`config.mk`:
```
export PLATFORM = sky130hd
export DESIGN_NAME = mem_port_arbiter
export DESIGN_NICKNAME = d
export VERILOG_FILES = /design/src/rtl/mem_port_arbiter.sv
export SDC_FILE = /design/constraint.sdc
export NUM_CORES = 1
export LEC_CHECK = 0
export BUFFER_PORTS_ARGS = -buffer_cell sky130_fd_sc_hd__buf_2
export CORE_MARGIN = 2
export CORE_UTILIZATION = 45
export CTS_CLUSTER_DIAMETER = 30
export DETAILED_ROUTE_END_ITERATION = 10
export PLACE_DENSITY_LB_ADDON = 0.08
export SETUP_SLACK_MARGIN = 0.4
export SLEW_MARGIN = 15
export SYNTH_ARGS = -nofsm -noshare
export SYNTH_HDL_FRONTEND = slang
export SYNTH_SLANG_ARGS = --single-unit
```
`constraint.sdc`:
```
create_clock -name clk -period 5.1 [get_ports clk]
set_clock_uncertainty 0.2 [all_clocks]
set_input_delay 0.255 -clock clk [delete_from_list [all_inputs] [get_ports clk]]
set_output_delay 0.255 -clock clk [all_outputs]
set_load 0.03 [all_outputs]
```
`src/rtl/mem_port_arbiter.sv`:
```
// Arbiter sharing one synchronous single-port memory between instruction fetch and load/store.
// Data has priority; a saturating streak counter forces a fetch grant after MAX_DATA_STREAK data wins.
module mem_port_arbiter #(
    parameter int AW              = 32,
    parameter int DW              = 32,
    parameter int MAX_DATA_STREAK = 4
) (
    input  logic          clk,
    input  logic          reset,
    input  logic          clk_en,
    input  logic          if_req,
    input  logic [AW-1:0] if_addr,
    output logic          if_gnt,
    output logic          if_rvalid,
    output logic [DW-1:0] if_rdata,
    input  logic          d_req,
    input  logic          d_we,
    input  logic [AW-1:0] d_addr,
    input  logic [DW-1:0] d_wdata,
    output logic          d_gnt,
    output logic          d_rvalid,
    output logic [DW-1:0] d_rdata,
    output logic          mem_en,
    output logic          mem_we,
    output logic [AW-1:0] mem_addr,
    output logic [DW-1:0] mem_wdata,
    input  logic [DW-1:0] mem_rdata,
    output logic          err_misalign
);

    localparam int SW = $clog2(MAX_DATA_STREAK + 1);

    typedef enum logic [1:0] {
        S_IDLE,
        S_ACCESS,
        S_RESP
    } state_t;

    state_t        r_state;
    state_t        w_next;
    logic          r_own_if;
    logic          r_we;
    logic          r_mis;
    logic [AW-1:0] r_addr;
    logic [DW-1:0] r_wdata;
    logic [SW-1:0] r_streak;
    logic          r_if_rvalid;
    logic          r_d_rvalid;
    logic [DW-1:0] r_if_rdata;
    logic [DW-1:0] r_d_rdata;
    logic          r_err;

    logic          w_streak_full;
    logic          w_any_req;
    logic          w_pick_if;
    logic [AW-1:0] w_sel_addr;
    logic          w_sel_mis;
    logic          w_active;

    assign w_streak_full = (r_streak == SW'(MAX_DATA_STREAK));
    assign w_any_req     = if_req | d_req;
    assign w_pick_if     = if_req & (~d_req | w_streak_full);
    assign w_sel_addr    = w_pick_if ? if_addr : d_addr;
    assign w_sel_mis     = (w_sel_addr[1:0] != 2'b00);

    always_comb begin
        w_next   = r_state;
        w_active = 1'b0;
        if_gnt   = 1'b0;
        d_gnt    = 1'b0;
        mem_en   = 1'b0;
        mem_we   = 1'b0;
        case (r_state)
            S_IDLE:   if (w_any_req) w_next = S_ACCESS;
            S_ACCESS: begin
                w_next   = r_we ? S_IDLE : S_RESP;
                // Gated by clk_en so a stalled ACCESS cycle neither grants nor touches memory.
                w_active = clk_en;
                if_gnt   = w_active & r_own_if;
                d_gnt    = w_active & ~r_own_if;
                mem_en   = w_active & ~r_mis;
                mem_we   = w_active & ~r_mis & r_we;
            end
            S_RESP:   w_next = S_IDLE;
            default:  w_next = S_IDLE;
        endcase
    end

    always_ff @(posedge clk or posedge reset) begin
        if (reset) begin
            r_state     <= S_IDLE;
            r_own_if    <= 1'b0;
            r_we        <= 1'b0;
            r_mis       <= 1'b0;
            r_addr      <= '0;
            r_wdata     <= '0;
            r_streak    <= '0;
            r_if_rvalid <= 1'b0;
            r_d_rvalid  <= 1'b0;
            r_if_rdata  <= '0;
            r_d_rdata   <= '0;
            r_err       <= 1'b0;
        end else if (clk_en) begin
            r_state     <= w_next;
            r_if_rvalid <= 1'b0;
            r_d_rvalid  <= 1'b0;
            case (r_state)
                S_IDLE: if (w_any_req) begin
                    r_own_if <= w_pick_if;
                    r_we     <= w_pick_if ? 1'b0 : d_we;
                    r_addr   <= w_sel_addr;
                    r_wdata  <= w_pick_if ? '0 : d_wdata;
                    r_mis    <= w_sel_mis;
                    r_err    <= r_err | w_sel_mis;
                    // A data win only counts toward the streak while fetch is actually waiting.
                    if (w_pick_if)
                        r_streak <= '0;
                    else if (if_req && !w_streak_full)
                        r_streak <= r_streak + 1'b1;
                end
                S_RESP: begin
                    if (r_own_if) begin
                        r_if_rvalid <= 1'b1;
                        r_if_rdata  <= r_mis ? '0 : mem_rdata;
                    end else begin
                        r_d_rvalid  <= 1'b1;
                        r_d_rdata   <= r_mis ? '0 : mem_rdata;
                    end
                end
                default: ;
            endcase
        end
    end

    assign if_rvalid    = r_if_rvalid;
    assign if_rdata     = r_if_rdata;
    assign d_rvalid     = r_d_rvalid;
    assign d_rdata      = r_d_rdata;
    assign mem_addr     = r_addr;
    assign mem_wdata    = r_wdata;
    assign err_misalign = r_err;

endmodule

```
==> flow_metrics.tcl, run 1 <==
set metrics [dict create \
    outcome "complete, no violations" \
    worstPathRequired_ps 5190 \
    setup_viol 0 \
    synth-simple-area-share_pct 13.0 \
    post-route-period-util_pct 54.0 \
    syn2layout_area_growth_pct 58.8 \
    numPortBuffers 268 \
    synthAdderAreaFrac_pct 0.436 \
    critPathKind "in2reg" \
    synth_top_area_share_pct 60.6 \
    seq_area_frac_synth_pct 60.6 \
    synth_top_family_by_area "compound AO/OA/AOI/OAI gates" \
    post-cts-setup-buffers 0 \
    die_area_um2 13700 \
    wl_met1_mm 7.33 \
    cts_resized 0 \
    antenna_found_initial 0 \
    fin_util_pct 72.8 \
    syn_avg_cell_area_um2 10.3 \
    place_ws_ps 2270 \
    die_h_um 117 \
    root_buffer "clkbuf_16" \
    place_congestion 0.863 \
    start_kind "input port" \
    endpoint_kind "flip-flop" \
    drt_iter0_drc 475 \
    muxShareOfSynthArea_pct 0 \
    synth_area_leaders "dfrtp_1 (61%), o21ai_0 (9.2%), a22o_1 (5.0%)" \
    grt_pass1_wl_mm 27.6 \
    hpwl_mm 10.7 \
    max_slew.worst_pin.slew_ps 1040 \
    max_freq_mhz 363 \
    clkSinkCount 139 \
    first_pass_iters 5 \
    clkPwrFrac_pct 22.6 \
    p_int_mw 3.39 \
    h-tree-depth 4 \
    routed.top_layer "met4" \
    ant_nets 0 \
    nets 1071 \
    drive_above_1_share_pct 33.3 \
    grt_start_max_net_pins 91 \
    routed-wl-met3_mm 1.11 \
    layout_commonest_cell "buf_2" \
    fin_tns_setup_ps 0 \
    synth-xor-area-share_pct 0 \
    syn-cell-area_um2 5740 \
    finalMaxSlewViolations 0 \
    synthCells 558 \
    clkLatencyLatePin_ps 410 \
    die_w_um 117 \
    syn_nets 694 \
    routed-wl-met2_mm 8.72 \
    switching_power_mw 2.47 \
    relSlewSlack_pct 30.9 \
    drt_wl_total_mm 17.8 \
    worst_ep_arrival_time_ps 2850 \
    routedWlPerCell_um 15.9 \
    ff2ff_setup_slack_ps 2440 \
    pwr-share-comb_pct 44.4 \
    leakage_nw 4.44 \
    numCtsBuffers 17 \
    overflow 0 \
    cts_tree "built" \
    rsz0062_at_grt "false" \
    final_cell_mix "buf_2 (268), dfrtp_1 (139), dlygate4sd3_1 (132)" \
    hold_class "in2reg" \
    netlist-cell-type-count 32 \
    clockBufferDepth 2 \
    fin_crit_ps 2760 \
    power_density_nw_per_um2 643 \
    yosysTopAreaCell "dfrtp_1" \
    fp.coreArea_um2 12500 \
    antenna_cells 0 \
    final.setup.worst_slack_ps 2340 \
    start_util_pct 45.9 \
    grt_pass1_vias 5677 \
    placementRows 41 \
    track_usage_pct 26.1 \
    drcViolationCount 0 \
    yosysWarningCount 0 \
    pwr-share-seq_pct 33.0 \
    ys_seq_elements 139 \
    clk_pin_slew_worst_paths_ps 60 \
    cap_viol_max_count 0 \
    synth_compound_area_share_pct 21.6 \
    path_max_fanout 33 \
    via_per_inst 5.14 \
    hold_viol 0 \
    vias 5752 \
    ios 269 \
    swShare_pct 42.1 \
    peakVddDrop_mv 0.360 \
]
[cell type report]
class	count	area, um^2
clock inverters	11	165
fillers	936	3400
clock buffers	21	480
multi-input cells	361	2030
inverters	10	42.5
repair buffers	406	2710
well taps	172	215
flip-flops and latches	139	3480
[cells in the mapped netlist]
cell	number
dfrtp_1	139
o21ai_0	105
nand2_1	68
clkbuf_1	37
nand3_1	34
a22o_1	33
a21oi_1	32
a31oi_1	32
nand2b_1	32
inv_1	10
buf_2	5
nor2_1	4
buf_6	3
buf_1	2
ha_1	2
nand4bb_1	2
nor3b_1	2
o31ai_1	2
a211oi_1	1
a211oi_4	1
a21bo_2	1
a21boi_1	1
buf_4	1
nand2_2	1
nand4_1	1
nand4b_1	1
nor2_2	1
nor3b_4	1
nor4_1	1
o22ai_1	1
or2_2	1
or3b_4	1
[critical path: stages]
cell and delay, ps:
dlygate4sd3_1 540, buf_2 200, or3b_4 440, nor2_4 580, a31oi_1 190, dlygate4sd3_1 620
[final timing paths]
path                                     startpoint                        to  cells past startpoint
setup / recovery                             clk_en  mem_addr[18]$_DFFE_PP0P_                      6
setup reg to reg             r_state[0]$_DFFE_PP0P_  mem_addr[18]$_DFFE_PP0P_                      4
min in group asynchronous                     reset  mem_wdata[1]$_DFFE_PP0P_                      3
hold reg to reg            if_rdata[12]$_DFFE_PP0P_  if_rdata[12]$_DFFE_PP0P_                      2
hold / removal                           if_addr[1]         r_mis$_DFFE_PP0P_                      3
max in group asynchronous                     reset   mem_addr[6]$_DFFE_PP0P_                      4
[layer usage]
metal | GRT usage (%) | vias up
met1 | 33.4 | 2709
li1 | - | 2732
met5 | 0 | -
met3 | 5.20 | 45
met2 | 43.2 | 266
met4 | 12.1 | 0
[through the flow]
step           total power, mW  instance area (um^2)  hold WS [ps]  instances
3_3_place_gp              4.23                  7150           257        956
3_5_place_dp              4.28                  7150           265        956
4_1_cts                   5.86                  9110          8.09       1120
2_1_floorplan             3.52                  5740           188        558
5_1_grt                   6.19                  9120          17.6       1120
6_report                  5.86                  9120          23.7       1120
[power groups by stage]
stage	sequential, mW	clock, mW	combinational, mW
after global placement	1.92	0	2.31
after global routing	1.99	1.39	2.80
final	1.93	1.32	2.60
after floorplan	2.83	0	0.690
after detailed placement	1.93	0	2.35
after CTS	1.93	1.34	2.59
[what timing repair did]
item / in CTS / in global routing
hold buffers: 132 / 0
endpoints found under the hold margin: 223 / 0
endpoints found under the setup margin: 0 / 0
[registers in the layout, summed over array words and instances, names as in the netlist]
| register | flops |
|---|---|
| r_streak | 3 |
| mem_addr | 32 |
| mem_wdata | 32 |
| r_we | 1 |
| d_rvalid | 1 |
| r_state | 2 |
| d_rdata | 32 |
| err_misalign | 1 |
| r_mis | 1 |
| if_rdata | 32 |
| if_rvalid | 1 |
| r_own_if | 1 |
[cell families (layout without fill, tap and decap cells)]
group	after synthesis	after routing
fa+ha+maj	2	2
flops	139	139
simple gates	150	150
compound gates	209	209
buf+inv	58	448
Note: power is estimated with default switching activity, not from simulation.
==> run 2, diff against run 1 <==
- ABC_AREA: default -> 1
- CORE_UTILIZATION: 45 -> 43
- clock period: 5.1 -> 2.3 ns (I/O delays scaled with it)
==> flow_metrics.tcl, run 2 <==
set metrics [dict create \
    outcome "complete, no violations" \
    peakVddDrop_mv 0.668 \
    finalMaxSlewViolations 0 \
    clkSinkCount 139 \
    layout_commonest_cell "nand2_1" \
    routedWlPerCell_um 14.1 \
    numPortBuffers 268 \
    hold_viol 0 \
    clkPwrFrac_pct 23.9 \
    vias 6393 \
    cts_tree "built" \
    drive_above_1_share_pct 26.8 \
    syn-cell-area_um2 6100 \
    clkLatencyLatePin_ps 410 \
    fin_crit_ps 1810 \
    die_h_um 123 \
    grt_pass1_wl_mm 30.7 \
    setup_viol 0 \
    drt_wl_total_mm 19.3 \
    rsz0062_at_grt "false" \
    h-tree-depth 4 \
    synthCells 787 \
    ys.flop_type "dfrtp_1" \
    pwr-share-seq_pct 34.0 \
    die_w_um 123 \
    power_density_nw_per_um2 1210 \
    placementRows 43 \
    syn2layout_area_growth_pct 56.8 \
    cap_viol_max_count 0 \
    path_max_fanout 15 \
    post-route-period-util_pct 78.8 \
    final_cell_mix "nand2_1 (428), buf_2 (268), dfrtp_1 (139)" \
    netlist-cell-type-count 19 \
    synth_commonest_cells "nand2_1 (429), dfrtp_1 (139), nand3_1 (69)" \
    whs_ps 119 \
    worstPathRequired_ps 1990 \
    worst_ep_arrival_time_ps 1500 \
    syn_nets 923 \
    swShare_pct 42.9 \
    place_congestion 0.807 \
    cpPeakStageDelay_ps 580 \
    via_per_inst 4.67 \
    numCtsBuffers 17 \
    synth_area_leaders "dfrtp_1 (57%), nand2_1 (26%), nand3_1 (5.7%)" \
    antenna_cells 0 \
    ios 269 \
    drcViolationCount 0 \
    track_usage_pct 25.9 \
    path_buf_inv 1 \
    ys_seq_elements 139 \
    nets 1314 \
    hpwl_mm 11.6 \
    leakage_nw 5.66 \
    grt_pass1_vias 6341 \
    p_int_mw 6.64 \
    endpoint_kind "output port" \
    grt_start_max_net_pins 69 \
    switching_power_mw 4.98 \
    overflow 0 \
    max_freq_mhz 552 \
    syn_avg_cell_area_um2 7.75 \
    root_buffer "clkbuf_16" \
    start_kind "flip-flop" \
    yosysMostFrequentCell "nand2_1" \
    place_area_um2 7610 \
    pwr-share-comb_pct 42.0 \
    fin_util_pct 68.9 \
    crit_chain "nor3_1, buf_2" \
    antenna_found_initial 1 \
    start_util_pct 43.9 \
    relSlewSlack_pct 55.3 \
    fp.coreArea_um2 13900 \
    critPathSlowestCell "dfrtp_1" \
    critPathKind "reg2out" \
    async_flop_share_pct 100 \
    synth_edf_count 0 \
    synth_top_area_share_pct 57.0 \
    finalPower_mw 11.6 \
    seq_area_frac_synth_pct 57.0 \
    clk_pin_slew_worst_paths_ps 50 \
    yosysTopAreaCell "dfrtp_1" \
    n_fill_cell 1149 \
    max_slew.worst_pin.slew_ps 671 \
    crit_family "flip-flops" \
    drt_iter0_drc 375 \
    die_area_um2 15200 \
    first_pass_iters 5 \
    clockBufferDepth 2 \
    hold_class "in2reg" \
    fin_tns_setup_ps 0 \
    ant_nets 0 \
    yosysWarningCount 0 \
    final_area_um2 9570 \
]
==> run 2: cell count changes after synthesis, moves of 33 or more <==
cell     delta
o21ai_0    -98
a22o_1     -33
nor2_1     +33
nand2_1   +361
inv_1      +41
nand3_1    +35
==> run 2: worst paths after layout <==
path / slack (ps) / end / start / cells past startpoint
min in group asynchronous: 610 / mem_wdata[31]$_DFFE_PP0P_ / reset / 4
min: 120 / r_streak[0]$_DFFE_PP0P_ / if_req / 5
max reg2reg: 550 / err_misalign$_DFFE_PP0P_ / r_streak[0]$_DFFE_PP0P_ / 8
min reg2reg: 260 / r_state[1]$_DFFE_PP0P_ / r_we$_DFFE_PP0P_ / 1
max: 490 / mem_we / r_mis$_DFFE_PP0P_ / 2
max in group asynchronous: 700 / mem_addr[29]$_DFFE_PP0P_ / reset / 5
==> run 2: power groups by stage <==
| stage | logic, mW | clock network [mW] | registers, mW |
|---|---|---|---|
| 3_3_place_gp | 4.64 | 0 | 3.97 |
| 3_5_place_dp | 4.70 | 0 | 3.95 |
| 6_report | 4.88 | 2.78 | 3.96 |
| 5_1_grt | 5.32 | 2.96 | 4.07 |
| 4_1_cts | 4.87 | 2.83 | 3.95 |
| 2_1_floorplan | 1.47 | 0 | 5.66 |
==> run 2: per-layer routing <==
metal	vias up	routed length, um	part of all wire, %	global-route usage (%)
met2	262	9230	48	43.4
met1	2914	8150	42	31.9
met5	-	13	0.067	0
met3	47	1340	6.9	7.29
li1	3168	-	-	-
met4	2	573	3.0	10.1
==> run 2: worst register-to-register path: cells and delay by family (launching register included) <==
| kind | cells | cell delay [ps] |
|---|---|---|
| fa+ha+maj | 1 | 150 |
| flops | 1 | 380 |
| simple gates | 5 | 540 |
| buf+inv | 2 | 350 |
==> run 2: repair_timing <==
action,4_1_cts,5_1_grt
endpoints found under the setup margin,22,8
gates cloned,0,0
pin swaps,0,0
hold endpoints to repair,274,0
buffers inserted,0,0
resized for setup,3,7
hold buffers,132,0
==> run 2: per-stage QoR <==
| step | worst slack (ps) | instances |
|---|---|---|
| finish | 488 | 1370 |
| global route | 405 | 1370 |
| CTS | 450 | 1370 |
| detailed placement | 285 | 1207 |
| global placement | 333 | 1207 |
| floorplan | 250 | 787 |
==> run 2: cells by family after synthesis <==
logic type / synth area share [%]
DFF: 57.0
xor gates and xnor gates: 0.144
adders and majority gates: 0.410
buffers and inverters: 6.67
AOI/OAI and AO/OA: 0.821
and+or+nand+nor: 34.9
==> run 2: final cells by class <==
cell class | instances | area, um^2 | share of cell area (%)
Multi-Input combinational cell | 552 | 2220 | 23.2
Timing Repair Buffer | 416 | 2840 | 29.7
Sequential cell | 139 | 3480 | 36.4
Inverter | 52 | 201 | 2.11
Clock inverter | 7 | 113 | 1.18
Clock buffer | 24 | 492 | 5.14
Tap cell | 180 | 225 | 2.35
==> run 3, diff against run 2 <==
- CORE_UTILIZATION: 43 -> 45
- clock period: 2.3 -> 1.7 ns (I/O delays scaled with it)
==> flow_metrics.tcl, run 3 (synthesis results as in run 2) <==
set metrics [dict create \
    critPathSlowestCell "dfrtp_1" \
    ios 269 \
    cpPeakStageDelay_ps 420 \
    root_buffer "clkbuf_16" \
    whs_path_depth 2 \
    critPathKind "reg2reg" \
    die_w_um 120 \
    numPortBuffers 268 \
    whs_ps -184 \
    syn2layout_area_growth_pct 81.4 \
    hold_class "in2reg" \
    post-route-period-util_pct 100 \
    peakVddDrop_mv 1.08 \
    die_area_um2 14500 \
    layout_commonest_cell "nand2_1" \
    path_buf_inv 5 \
    path_max_fanout 9 \
    grt_pass1_wl_mm 32.9 \
    leakage_nw 6.26 \
    finalMaxSlewViolations 0 \
    min_to "r_state[0]$_DFFE_PP0P_" \
    fp.coreArea_um2 13200 \
    place_area_um2 8010 \
    clkSinkCount 139 \
    nets 1365 \
    die_h_um 120 \
    h-tree-depth 4 \
    numCtsBuffers 17 \
    clkLatencyLatePin_ps 410 \
    first_pass_iters 5 \
    drt_iter0_drc 636 \
    ff2ff_setup_slack_ps -7 \
    violations "hold timing, setup timing" \
    final_area_um2 11100 \
    outcome "finished with violations" \
    holdBufCountCts 131 \
    drive_above_1_share_pct 38.5 \
    setup_viol 1 \
    worstPathRequired_ps 1790 \
    power_density_nw_per_um2 1600 \
    grt_start_max_net_pins 53 \
    start_kind "flip-flop" \
    worst_ep_arrival_time_ps 1790 \
    place_congestion 0.815 \
    vias 7207 \
    drt_wl_total_mm 24.6 \
    overflow 0 \
    hpwl_mm 12.0 \
    max_slew.worst_pin.slew_ps 380 \
    crit_chain "buf_6, nor2_4, inv_2, nor2_4, buf_12, inv_12, clkbuf_16, nand2_1, nand2_1" \
    final_cell_mix "nand2_1 (374), buf_2 (244), dfrtp_1 (139)" \
    holdCritStartpoint "clk_en" \
    relSlewSlack_pct 74.7 \
    n_fill_cell 774 \
    antenna_found_initial 4 \
    rsz0062_at_grt "true" \
    r2r-end "mem_wdata[0]$_DFFE_PP0P_" \
    crit_family "buffers and inverters" \
    finalPower_mw 17.7 \
    endpoint_kind "flip-flop" \
    drcViolationCount 0 \
    routedWlPerCell_um 17.3 \
    hold_viol 12 \
    grt_pass1_vias 6815 \
    placementRows 42 \
    clk_pin_slew_worst_paths_ps 60 \
    worst_r2r_path_depth 9 \
    final.setup.worst_slack_ps -7.41 \
    crit-reg2reg-launch "r_state[1]$_DFFE_PP0P_" \
    cts_tree "built" \
    cap_viol_max_count 0 \
    max_freq_mhz 586 \
    track_usage_pct 28.7 \
    ant_nets 0 \
    start_util_pct 46.1 \
    clockBufferDepth 2 \
    fin_crit_ps 1710 \
    via_per_inst 5.07 \
]
==> run 3: changes by cell type in the layout (fill, tap and decap cells not counted), moves of 13 or more <==
cell	before	now
buf_4	10	31
buf_6	2	17
nand2_2	1	47
buf_2	268	244
nand3_1	69	32
nand3_2	0	34
clkbuf_16	17	32
buf_12	4	17
nand2_1	428	374
==> run 3: through the flow <==
step	hold WS (ps)	setup TNS (ps)	util (%)	worst slack [ps]	std cells
4_1_cts	-217	0	76.7	67.5	1387
3_5_place_dp	-132	0	60.5	131	1212
3_3_place_gp	-130	0	60.5	169	1212
5_1_grt	-181	-1920	83.5	-76.0	1421
2_1_floorplan	-18.6	-44500	-	-320	787
6_report	-184	-7.41	83.5	-7.41	1422
==> run 3: how the worst max path moves through the flow <==
stage                                 start                  endpoint  slack [ps]  cells past startpoint
floorplan                             reset    d_rdata[0]$_DFFE_PP0P_        -320                      1
global placement    r_streak[1]$_DFFE_PP0P_         r_mis$_DFFE_PP0P_         170                      8
detailed placement  r_streak[1]$_DFFE_PP0P_  err_misalign$_DFFE_PP0P_         130                      8
CTS                  r_state[1]$_DFFE_PP0P_                    mem_we          70                      4
global route         r_state[1]$_DFFE_PP0P_  mem_addr[19]$_DFFE_PP0P_         -80                      9
finish               r_state[1]$_DFFE_PP0P_  mem_wdata[0]$_DFFE_PP0P_          -7                      9
==> run 3: cell type report <==
cell class	count	area, um^2	share of cell area [%]
antenna	4	10.0	0.0905
clock buffer	20	467	4.22
clock inverter	12	120	1.09
inverter	52	216	1.96
multi-input combinational	553	2680	24.3
sequential	139	3480	31.4
tap	176	220	1.99
timing repair buffer	466	3870	35.0
==> run 3: layer usage <==
metal  GRT usage [%]  up-vias  share of wire (%)
met2            48.1      417                 51
met5               0        -                  0
met4            14.8        0                4.9
li1                -     3299                  -
met1            34.8     3385                 37
met3            6.27      106                7.6
==> run 3: where the power goes <==
part / switching, mW / leakage [nW] / total (mW) / internal, mW
Combinational: 5.51 / 4.16 / 8.60 / 3.10
Sequential: 0.820 / 1.80 / 5.41 / 4.59
Clock: 1.41 / 0.296 / 3.67 / 2.26
==> run 3: what timing repair did <==
action,4_1_cts,5_1_grt
gates cloned,3,20
setup endpoints to repair,142,153
setup buffers,9,11
pin swaps,0,19
resized for setup,30,134
hold endpoints to repair,277,4
